--- src/rtl/mips_isa_pkg.sv ---
// Shared ISA definitions for the D/X stage: opcode/aluop encodings, field extractors,
// the bubble word and the mul/div sequencing state type.
package mips_isa_pkg;

  localparam logic [31:0] NOP_WORD = 32'h0000_0000;

  localparam int OP_HI    = 31;
  localparam int OP_LO    = 27;
  localparam int RD_HI    = 26;
  localparam int RD_LO    = 22;
  localparam int RS_HI    = 21;
  localparam int RS_LO    = 17;
  localparam int RT_HI    = 16;
  localparam int RT_LO    = 12;
  localparam int ALUOP_HI = 6;
  localparam int ALUOP_LO = 2;

  localparam logic [4:0] OP_RTYPE  = 5'b00000;
  localparam logic [4:0] OP_LW     = 5'b01000;
  localparam logic [4:0] OP_SW     = 5'b00111;
  localparam logic [4:0] OP_BNE    = 5'b00010;
  localparam logic [4:0] OP_BLT    = 5'b00110;
  localparam logic [4:0] OP_JR     = 5'b00100;
  localparam logic [4:0] ALUOP_MUL = 5'b00110;
  localparam logic [4:0] ALUOP_DIV = 5'b00111;

  typedef enum logic {
    DX_IDLE = 1'b0,
    DX_BUSY = 1'b1
  } dx_state_e;

  function automatic logic [4:0] f_op(input logic [31:0] instr);
    return instr[OP_HI:OP_LO];
  endfunction

  function automatic logic [4:0] f_rd(input logic [31:0] instr);
    return instr[RD_HI:RD_LO];
  endfunction

  function automatic logic [4:0] f_rs(input logic [31:0] instr);
    return instr[RS_HI:RS_LO];
  endfunction

  function automatic logic [4:0] f_rt(input logic [31:0] instr);
    return instr[RT_HI:RT_LO];
  endfunction

  function automatic logic [4:0] f_aluop(input logic [31:0] instr);
    return instr[ALUOP_HI:ALUOP_LO];
  endfunction

  function automatic logic is_multdiv(input logic [31:0] instr);
    return (f_op(instr) == OP_RTYPE) &&
           ((f_aluop(instr) == ALUOP_MUL) || (f_aluop(instr) == ALUOP_DIV));
  endfunction

endpackage

--- src/rtl/load_use_detector.sv ---
// Combinational lw load-use hazard check between the instruction in X and the one in F/D.
module load_use_detector
  import mips_isa_pkg::*;
(
  input  logic [31:0] x_instruction,
  input  logic [31:0] fd_instruction,
  output logic        hazard
);

  logic [4:0] x_rd;
  logic [4:0] fd_op;
  logic       x_is_lw;
  logic       fd_reads_rd;
  logic       unused_bits;

  assign x_rd    = f_rd(x_instruction);
  assign fd_op   = f_op(fd_instruction);
  assign x_is_lw = (f_op(x_instruction) == OP_LW) && (x_rd != 5'd0);

  // Stores, compare-branches and jr read their rd field as a source operand.
  assign fd_reads_rd = (fd_op == OP_SW) || (fd_op == OP_BNE) ||
                       (fd_op == OP_BLT) || (fd_op == OP_JR);

  assign hazard = x_is_lw &&
                  ((x_rd == f_rs(fd_instruction)) ||
                   (x_rd == f_rt(fd_instruction)) ||
                   (fd_reads_rd && (x_rd == f_rd(fd_instruction))));

  assign unused_bits = ^{x_instruction[21:0], fd_instruction[11:0]};

endmodule

--- src/rtl/dx_stage_register.sv ---
// Decode/Execute pipeline register with load-use bubble, mul/div hold and flush squash.
// Optional stall cycle counter port enabled by defining DX_PERF_COUNT_EN.
module dx_stage_register
  import mips_isa_pkg::*;
#(
  parameter int          XLEN = 32,
  parameter logic [31:0] NOP  = NOP_WORD
) (
  input  logic            clock,
  input  logic            reset_n,
  input  logic [31:0]     fd_instruction,
  input  logic [XLEN-1:0] fd_pc,
  input  logic [XLEN-1:0] fd_reg_a,
  input  logic [XLEN-1:0] fd_reg_b,
  input  logic            flush,
  input  logic            multdiv_ready,
  output logic [31:0]     execute_instruction,
  output logic [XLEN-1:0] execute_pc,
  output logic [XLEN-1:0] execute_a,
  output logic [XLEN-1:0] execute_b,
  output logic            stall_fd,
  output logic            execute_hold,
  output logic            multdiv_start,
  output logic            multdiv_is_div,
  output dx_state_e       debug_state
`ifdef DX_PERF_COUNT_EN
  ,
  output logic [31:0]     stall_cycles
`endif
);

  logic [31:0]     ir_q, ir_d;
  logic [XLEN-1:0] pc_q, pc_d;
  logic [XLEN-1:0] a_q, a_d;
  logic [XLEN-1:0] b_q, b_d;
  dx_state_e       state_q, state_d;

  logic load_use;
  logic md_start;
  logic md_wait;

  load_use_detector u_load_use_detector (
    .x_instruction  (ir_q),
    .fd_instruction (fd_instruction),
    .hazard         (load_use)
  );

  // The start cycle also holds X: the mul/div must stay put until its ready pulse.
  assign md_start = !flush && (state_q == DX_IDLE) && is_multdiv(ir_q);
  assign md_wait  = !flush && (state_q == DX_BUSY) && !multdiv_ready;

  assign execute_hold   = md_start || md_wait;
  assign stall_fd       = execute_hold || (!flush && load_use);
  assign multdiv_start  = md_start;
  assign multdiv_is_div = md_start && (f_aluop(ir_q) == ALUOP_DIV);

  always_comb begin
    ir_d    = ir_q;
    pc_d    = pc_q;
    a_d     = a_q;
    b_d     = b_q;
    state_d = state_q;
    if (flush) begin
      ir_d    = NOP;
      pc_d    = '0;
      a_d     = '0;
      b_d     = '0;
      state_d = DX_IDLE;
    end else if (execute_hold) begin
      state_d = DX_BUSY;
    end else if (load_use) begin
      ir_d    = NOP;
      pc_d    = '0;
      a_d     = '0;
      b_d     = '0;
      state_d = DX_IDLE;
    end else begin
      ir_d    = fd_instruction;
      pc_d    = fd_pc;
      a_d     = fd_reg_a;
      b_d     = fd_reg_b;
      state_d = DX_IDLE;
    end
  end

  always_ff @(posedge clock) begin
    if (!reset_n) begin
      ir_q    <= NOP;
      pc_q    <= '0;
      a_q     <= '0;
      b_q     <= '0;
      state_q <= DX_IDLE;
    end else begin
      ir_q    <= ir_d;
      pc_q    <= pc_d;
      a_q     <= a_d;
      b_q     <= b_d;
      state_q <= state_d;
    end
  end

  assign execute_instruction = ir_q;
  assign execute_pc          = pc_q;
  assign execute_a           = a_q;
  assign execute_b           = b_q;
  assign debug_state         = state_q;

`ifdef DX_PERF_COUNT_EN
  logic [31:0] stall_cnt_q, stall_cnt_d;

  assign stall_cnt_d = stall_cnt_q + {31'd0, stall_fd};

  always_ff @(posedge clock) begin
    if (!reset_n) begin
      stall_cnt_q <= '0;
    end else begin
      stall_cnt_q <= stall_cnt_d;
    end
  end

  assign stall_cycles = stall_cnt_q;
`endif

endmodule

--- config.mk ---
export PLATFORM = sky130hd
export DESIGN_NAME = dx_stage_register
export DESIGN_NICKNAME = d
export VERILOG_FILES = /design/src/rtl/mips_isa_pkg.sv /design/src/rtl/load_use_detector.sv /design/src/rtl/dx_stage_register.sv
export SDC_FILE = /design/constraint.sdc
export NUM_CORES = 1
export LEC_CHECK = 0
export CAP_MARGIN = 25
export CORE_MARGIN = 2
export CORE_UTILIZATION = 37
export CTS_CLUSTER_DIAMETER = 100
export DETAILED_ROUTE_END_ITERATION = 10
export PLACE_DENSITY = 0.8
export SLEW_MARGIN = 20
export SYNTH_ARGS = -nofsm -noshare
export SYNTH_HDL_FRONTEND = slang
export SYNTH_HIERARCHICAL = 1
export SYNTH_SLANG_ARGS = --single-unit
export TNS_END_PERCENT = 50
--- constraint.sdc ---
create_clock -name clock -period 2.7 [get_ports clock]
set_clock_uncertainty 0.1 [all_clocks]
set_input_delay 0.405 -clock clock [delete_from_list [all_inputs] [get_ports clock]]
set_output_delay 0.405 -clock clock [all_outputs]
set_load 0.005 [all_outputs]
# Yosys cells after proc, flatten, opt, wreduce, memory -nomap -nowiden
# Index checks and enable logic that the tools add are counted.
[classes]
n_bitwise = 2
n_reduce_logical = 23
muxes = 5
n_eq_ne = 10
[ops]
columns = ["op", "count"]
rows = [
  ["32-bit two-way mux", 4],
  ["5-bit by 3-bit equality test with 1-bit output (second input constant)", 5],
  ["5-bit equality test", 3],
  ["1-bit logical AND", 10],
  ["1-bit logical OR", 8],
  ["5-bit by 2-bit equality test with 1-bit output (second input constant)", 1],
  ["5-bit by 4-bit equality test with 1-bit output (second input constant)", 1],
  ["5-bit zero test", 1],
  ["5-bit nonzero test", 1],
  ["1-bit zero test", 2],
  ["1-bit inverter", 2],
  ["2-bit OR reduction", 1],
  ["1-bit two-way mux", 1],
]
[totals]
elab_cells = 45
regBits = 129

# Longest topological paths before layout
[logic_depth]
word_depth = 9
ltp_mapped = 11
mapped_depth_nobuf = 9

# Cells and area by module
# The synthesis kept the hierarchy.
[modules_own_cells]
columns = ["mod", "n_inst", "cells_per_inst", "area_per_inst_um2"]
rows = [
  ["dx_stage_register", 1, 318, 4121.5],
  ["load_use_detector", 1, 28, 229.0],
]

# Least setup slack after synthesis
# Ideal clock, no wire load.
[synth_path]
kind = "in2reg"
from = "in fd_instruction[25]"
to = "reg a_q[0] (netlist: execute_a[0])"
required_time_ps = 2483
path_buffers = 2
t_arrival_ps = 1990
path_stages = 10
slack_ps = 493
path_cell_list = "xor2_1 -> a2111oi_4 -> o2111ai_1 -> a21oi_1 -> clkinv_1 -> nand3_1 -> nor2_2 -> buf_6 -> buf_6 -> a22o_1"
[synth_between]
elab_chain_len = 5
[synth_lines]
columns = ["element", "line_no", "text"]
rows = [
  ["start, declared", "dx_stage_register.sv:11", "input logic [31:0] fd_instruction,"],
  ["5-bit equality test", "load_use_detector.sv:27", "(fd_reads_rd && (x_rd == f_rd(fd_instruction))));"],
  ["1-bit logical AND", "load_use_detector.sv:27", ""],
  ["1-bit logical OR", "load_use_detector.sv:26", "(x_rd == f_rt(fd_instruction)) ||"],
  ["1-bit logical AND", "load_use_detector.sv:24", "assign hazard = x_is_lw &&"],
  ["named net load_use", "dx_stage_register.sv:38", "logic load_use;"],
  ["32-bit two-way mux", "dx_stage_register.sv:71", "end else if (load_use) begin"],
  ["end signal, assigned", "dx_stage_register.sv:90", "a_q <= '0;"],
  ["end signal, assigned", "dx_stage_register.sv:96", "a_q <= a_d;"],
  ["end, declared", "dx_stage_register.sv:34", "logic [XLEN-1:0] a_q, a_d;"],
]
# The timed path passes the listed nets, and every way through them passes these cells.
# A chain may end at the register's enable or synchronous reset.

# Worst setup path in the final report
[layout_path]
from = "reg ir_q[23] (netlist: execute_instruction[23])"
to = "out stall_fd"
[layout_between]
elab_chain_len = 6
elab_cells_between_ends = 11
cone_classes = "3 x eq/ne; 8 x reduce/logical"
[layout_lines]
columns = ["element", "line_no", "text"]
rows = [
  ["start, declared", "dx_stage_register.sv:32", "logic [31:0] ir_q, ir_d;"],
  ["start signal, assigned", "dx_stage_register.sv:94", "ir_q <= ir_d;"],
  ["5-bit equality test (on tied branches)", "load_use_detector.sv:25, load_use_detector.sv:26, load_use_detector.sv:27", ""],
  ["1-bit logical OR / 1-bit logical AND (equally long branches)", "load_use_detector.sv:25, load_use_detector.sv:27", ""],
  ["1-bit logical OR", "load_use_detector.sv:26", ""],
  ["1-bit logical AND (*)", "load_use_detector.sv:24", ""],
  ["named net load_use", "dx_stage_register.sv:38", ""],
  ["1-bit logical AND (*)", "dx_stage_register.sv:53", "assign stall_fd = execute_hold || (!flush && load_use);"],
  ["1-bit logical OR (*)", "dx_stage_register.sv:53", ""],
  ["end, declared", "dx_stage_register.sv:21", "output logic stall_fd,"],
]
# Mark *: on every way through the listed nets, which the timed path passes. The rest lies on a longest branch.

==> results.txt <==
Chip Width: 112.4 um
Inst Count DP: 744
first-pass GRT wire length: 21.60 mm
Rows: 39
worst path arrival time: 2.10 ns
Yosys reg bits: 129
H-Tree Level Count: 4
class of the worst hold path: in -> reg
Clk pwr share: 47.3%
Final WS setup: 0.09841 ns
fraction of registers with async set/reset: 0%
Final #Nets: 754
Vert. Die Dim: 112.4 um
routed len/inst: 17.89 um
register area share after synthesis: 59.36%
library cells used by synthesis: 29
Buffers on Ports: 264
layout cell share with drive strength beyond 1: 10.13%
critical path's largest stage delay: 0.53 ns
DRC Markers: 0
number of synthesized flops with an enable pin: 0
initial drt markers: 242
Worst Setup End Kind: output pin
largest net degree at the start of global routing: 62
syn avg cell area: 12.57 um2
worst min-delay path startpoint: fd_instruction[29]
Core ar.: 11470 um2
clock buffer depth: 2
Metal-1 WL: 5.309 mm
First-pass DRT Iterations: 4
P_int: 3901 uW
# diodes: 0
Static Leak: 0.003049 uW
cell area after placement: 7127 um2
CTS tree: done
Psw: 983.2 uW
Crit path required time: 2.19 ns
clock latency at the later pin of the worst-skew pair: 0.41 ns
post-route ant nets: 0
crit-path max FO: 5
Reg2Reg Depth: 10
Clk pin slew, worst setup/hold paths: 0.05 ns
design area: 7769 um2
Max Cap Viol: 0
hold path endpoint: execute_instruction[29]
Slowest-stage cell, CP: or4_1
fmax: 384.4 MHz
Fin. Hold Viols: 0
All-Layer GR Usage: 21.60%
Sink Count: 129
vias in the first global route: 4155
Post-Synthesis Net Count: 478
Post-Route WL: 13.86 mm
Final setup violation count: 0
Max-slew headroom: 66.38%
CP Buf/Inv Count: 3
worst slack, placed: -0.4006 ns
count of hold-fix buffers inserted at cts: 0
minimum clock period: 2.602 ns
CP delay by family, top: simple AND/OR/NAND/NOR gates
Synth Instances: 346
critical path type: reg -> out
Critical Path Most Common Cell: o211ai_1
Switching Share: 20.13%
total CTS buffers: 17
reg-to-reg endpoint: execute_a[6]
total grt overflow: 0
Vias: 4049
Worst setup SP type: register
final period utilization: 96.36%
fin. max-slew vios: 0
clock root cell: clkbuf_16
Synth Flop Type: dfxtp_1
Detailed Place HPWL: 9.863 mm
status: complete, no violations
Peak VDD IR: 0.4354 mV
R2R Setup Slk: 0.22 ns
Cell Count, Final, Fillers Out: 775
met2 wire length: 6.970 mm
number of I/O pins: 265
Reg power frac: 41.7%
WHS: 0.3599 ns
combinational share of power: 11.0%
antenna violations before repair: 0
cell chain of the critical path: buf_4, or4_1, o211ai_1, a21oi_1, inv_2, o211ai_1, dlygate4sd2_1
Initial Util: 37.94%
Die Area: 12640 um2
RSZ-0062 raised after global routing: true
Max Used Layer: met4
final RePlAce weighted congestion: 0.8599
worst slew pin tran: 0.5032 ns
R2R Path Start: execute_instruction[23]
YS warnings: 6
pwr dens: 628.8 nW/um2
Syn-to-layout area delta: 78.57%
WL met3: 1.167 mm
number of vias per cell: 5.225
cell area after technology mapping: 4350 um2
WHS Path Cells: 3
==> cell usage in the layout (no fill, tap or decap), types with 2 or more instances in the layout <==
master,instances
xnor2_1,6
nor3_1,2
inv_2,2
xor2_1,9
clkbuf_8,4
o21ai_0,7
clkdlybuf4s50_1,258
dlymetal6s2s_1,3
nand3_1,9
dfxtp_1,126
bufinv_16,3
buf_4,20
nor4_1,2
a22o_1,121
dlygate4sd2_1,3
nand2_1,2
o211ai_1,2
dfxtp_2,3
clkbuf_1,3
clkbuf_16,17
nand4_1,7
clkinvlp_4,2
buf_12,4
==> logic make-up after synthesis <==
family | Yosys count | synth area share (%)
AOI/OAI and AO/OA | 135 | 26.78
xor gates and xnor gates | 15 | 3.020
buffers and inverters | 34 | 6.557
and+or+nand+nor | 33 | 4.285
DFF | 129 | 59.36
==> worst max-delay path by stage <==
stage	start	to	slack [ns]	cells after the start
floorplan	fd_instruction[25]	execute_a[0]	0.49	10
global placement	fd_instruction[29]	stall_fd	-0.37	8
detailed placement	fd_instruction[29]	stall_fd	-0.40	8
CTS	fd_instruction[25]	stall_fd	-0.02	8
global route	fd_instruction[25]	stall_fd	-0.03	8
finish	execute_instruction[23]	stall_fd	0.1	7
==> worst min-delay path, cell delays in order <==
cell           delay, ns
dlygate4sd2_1       0.27
nand4_1             0.09
o21ai_0             0.06
==> per-layer routing <==
metal  GRT usage (%)  vias to the layer above
met4           9.919                        0
met2           37.07                      213
met3           7.883                       34
met5               0                        -
li1                -                     1878
met1           23.91                     1924
==> sequential cells by signal, summed over array words and instances (netlist names) <==
register             flops
debug_state              1
execute_a               32
execute_b               32
execute_pc              32
execute_instruction     32
==> synthesized netlist by cell type, types with 2 or more instances <==
cell / instances / area (um2)
nor4_1: 2 / 12.51
nor3_1: 4 / 20.02
clkbuf_1: 6 / 22.52
nand2_1: 3 / 11.26
nand3_1: 9 / 45.04
nand4_1: 7 / 43.79
a22o_1: 121 / 1060
buf_2: 5 / 25.02
or4_1: 2 / 15.01
o211ai_1: 2 / 15.01
buf_6: 20 / 225.2
xnor2_1: 6 / 52.55
xor2_1: 9 / 78.83
o21ai_0: 7 / 35.03
dfxtp_1: 129 / 2582
==> power by group through the flow <==
stage / clock network (uW) / registers (uW) / logic [uW]
after CTS: 2350 / 2030 / 542
after floorplan: 0 / 2070 / 138
after detailed placement: 0 / 2070 / 535
after global placement: 0 / 2070 / 526
final: 2310 / 2040 / 538
after global routing: 2430 / 2040 / 571
==> metrics by stage <==
stage | power, uW | TNS, ns | util [%]
4_1_cts | 4927 | -0.02237 | 67.62
2_1_floorplan | 2213 | 0 | -
5_1_grt | 5040 | -0.03061 | 67.75
3_5_place_dp | 2607 | -25.95 | 62.15
6_report | 4885 | 0 | 67.75
3_3_place_gp | 2595 | -20.81 | 62.15
==> final cells by class <==
class | count | area (um2)
clock inverters | 5 | 102.6
repair buffers | 288 | 2877
inverters | 3 | 15.01
fillers | 833 | 3699
clock buffers | 24 | 491.7
well taps | 143 | 178.9
flip-flops and latches | 129 | 2586
multi-input cells | 183 | 1518
==> what timing repair did <==
action | 4_1_cts | 5_1_grt
gates resized for setup | 9 | 7
setup buffers | 2 | 0
endpoints found under the hold margin | 0 | 0
pin swaps | 2 | 3
endpoints found under the setup margin | 4 | 3
Power figures use the tool's default switching activity.
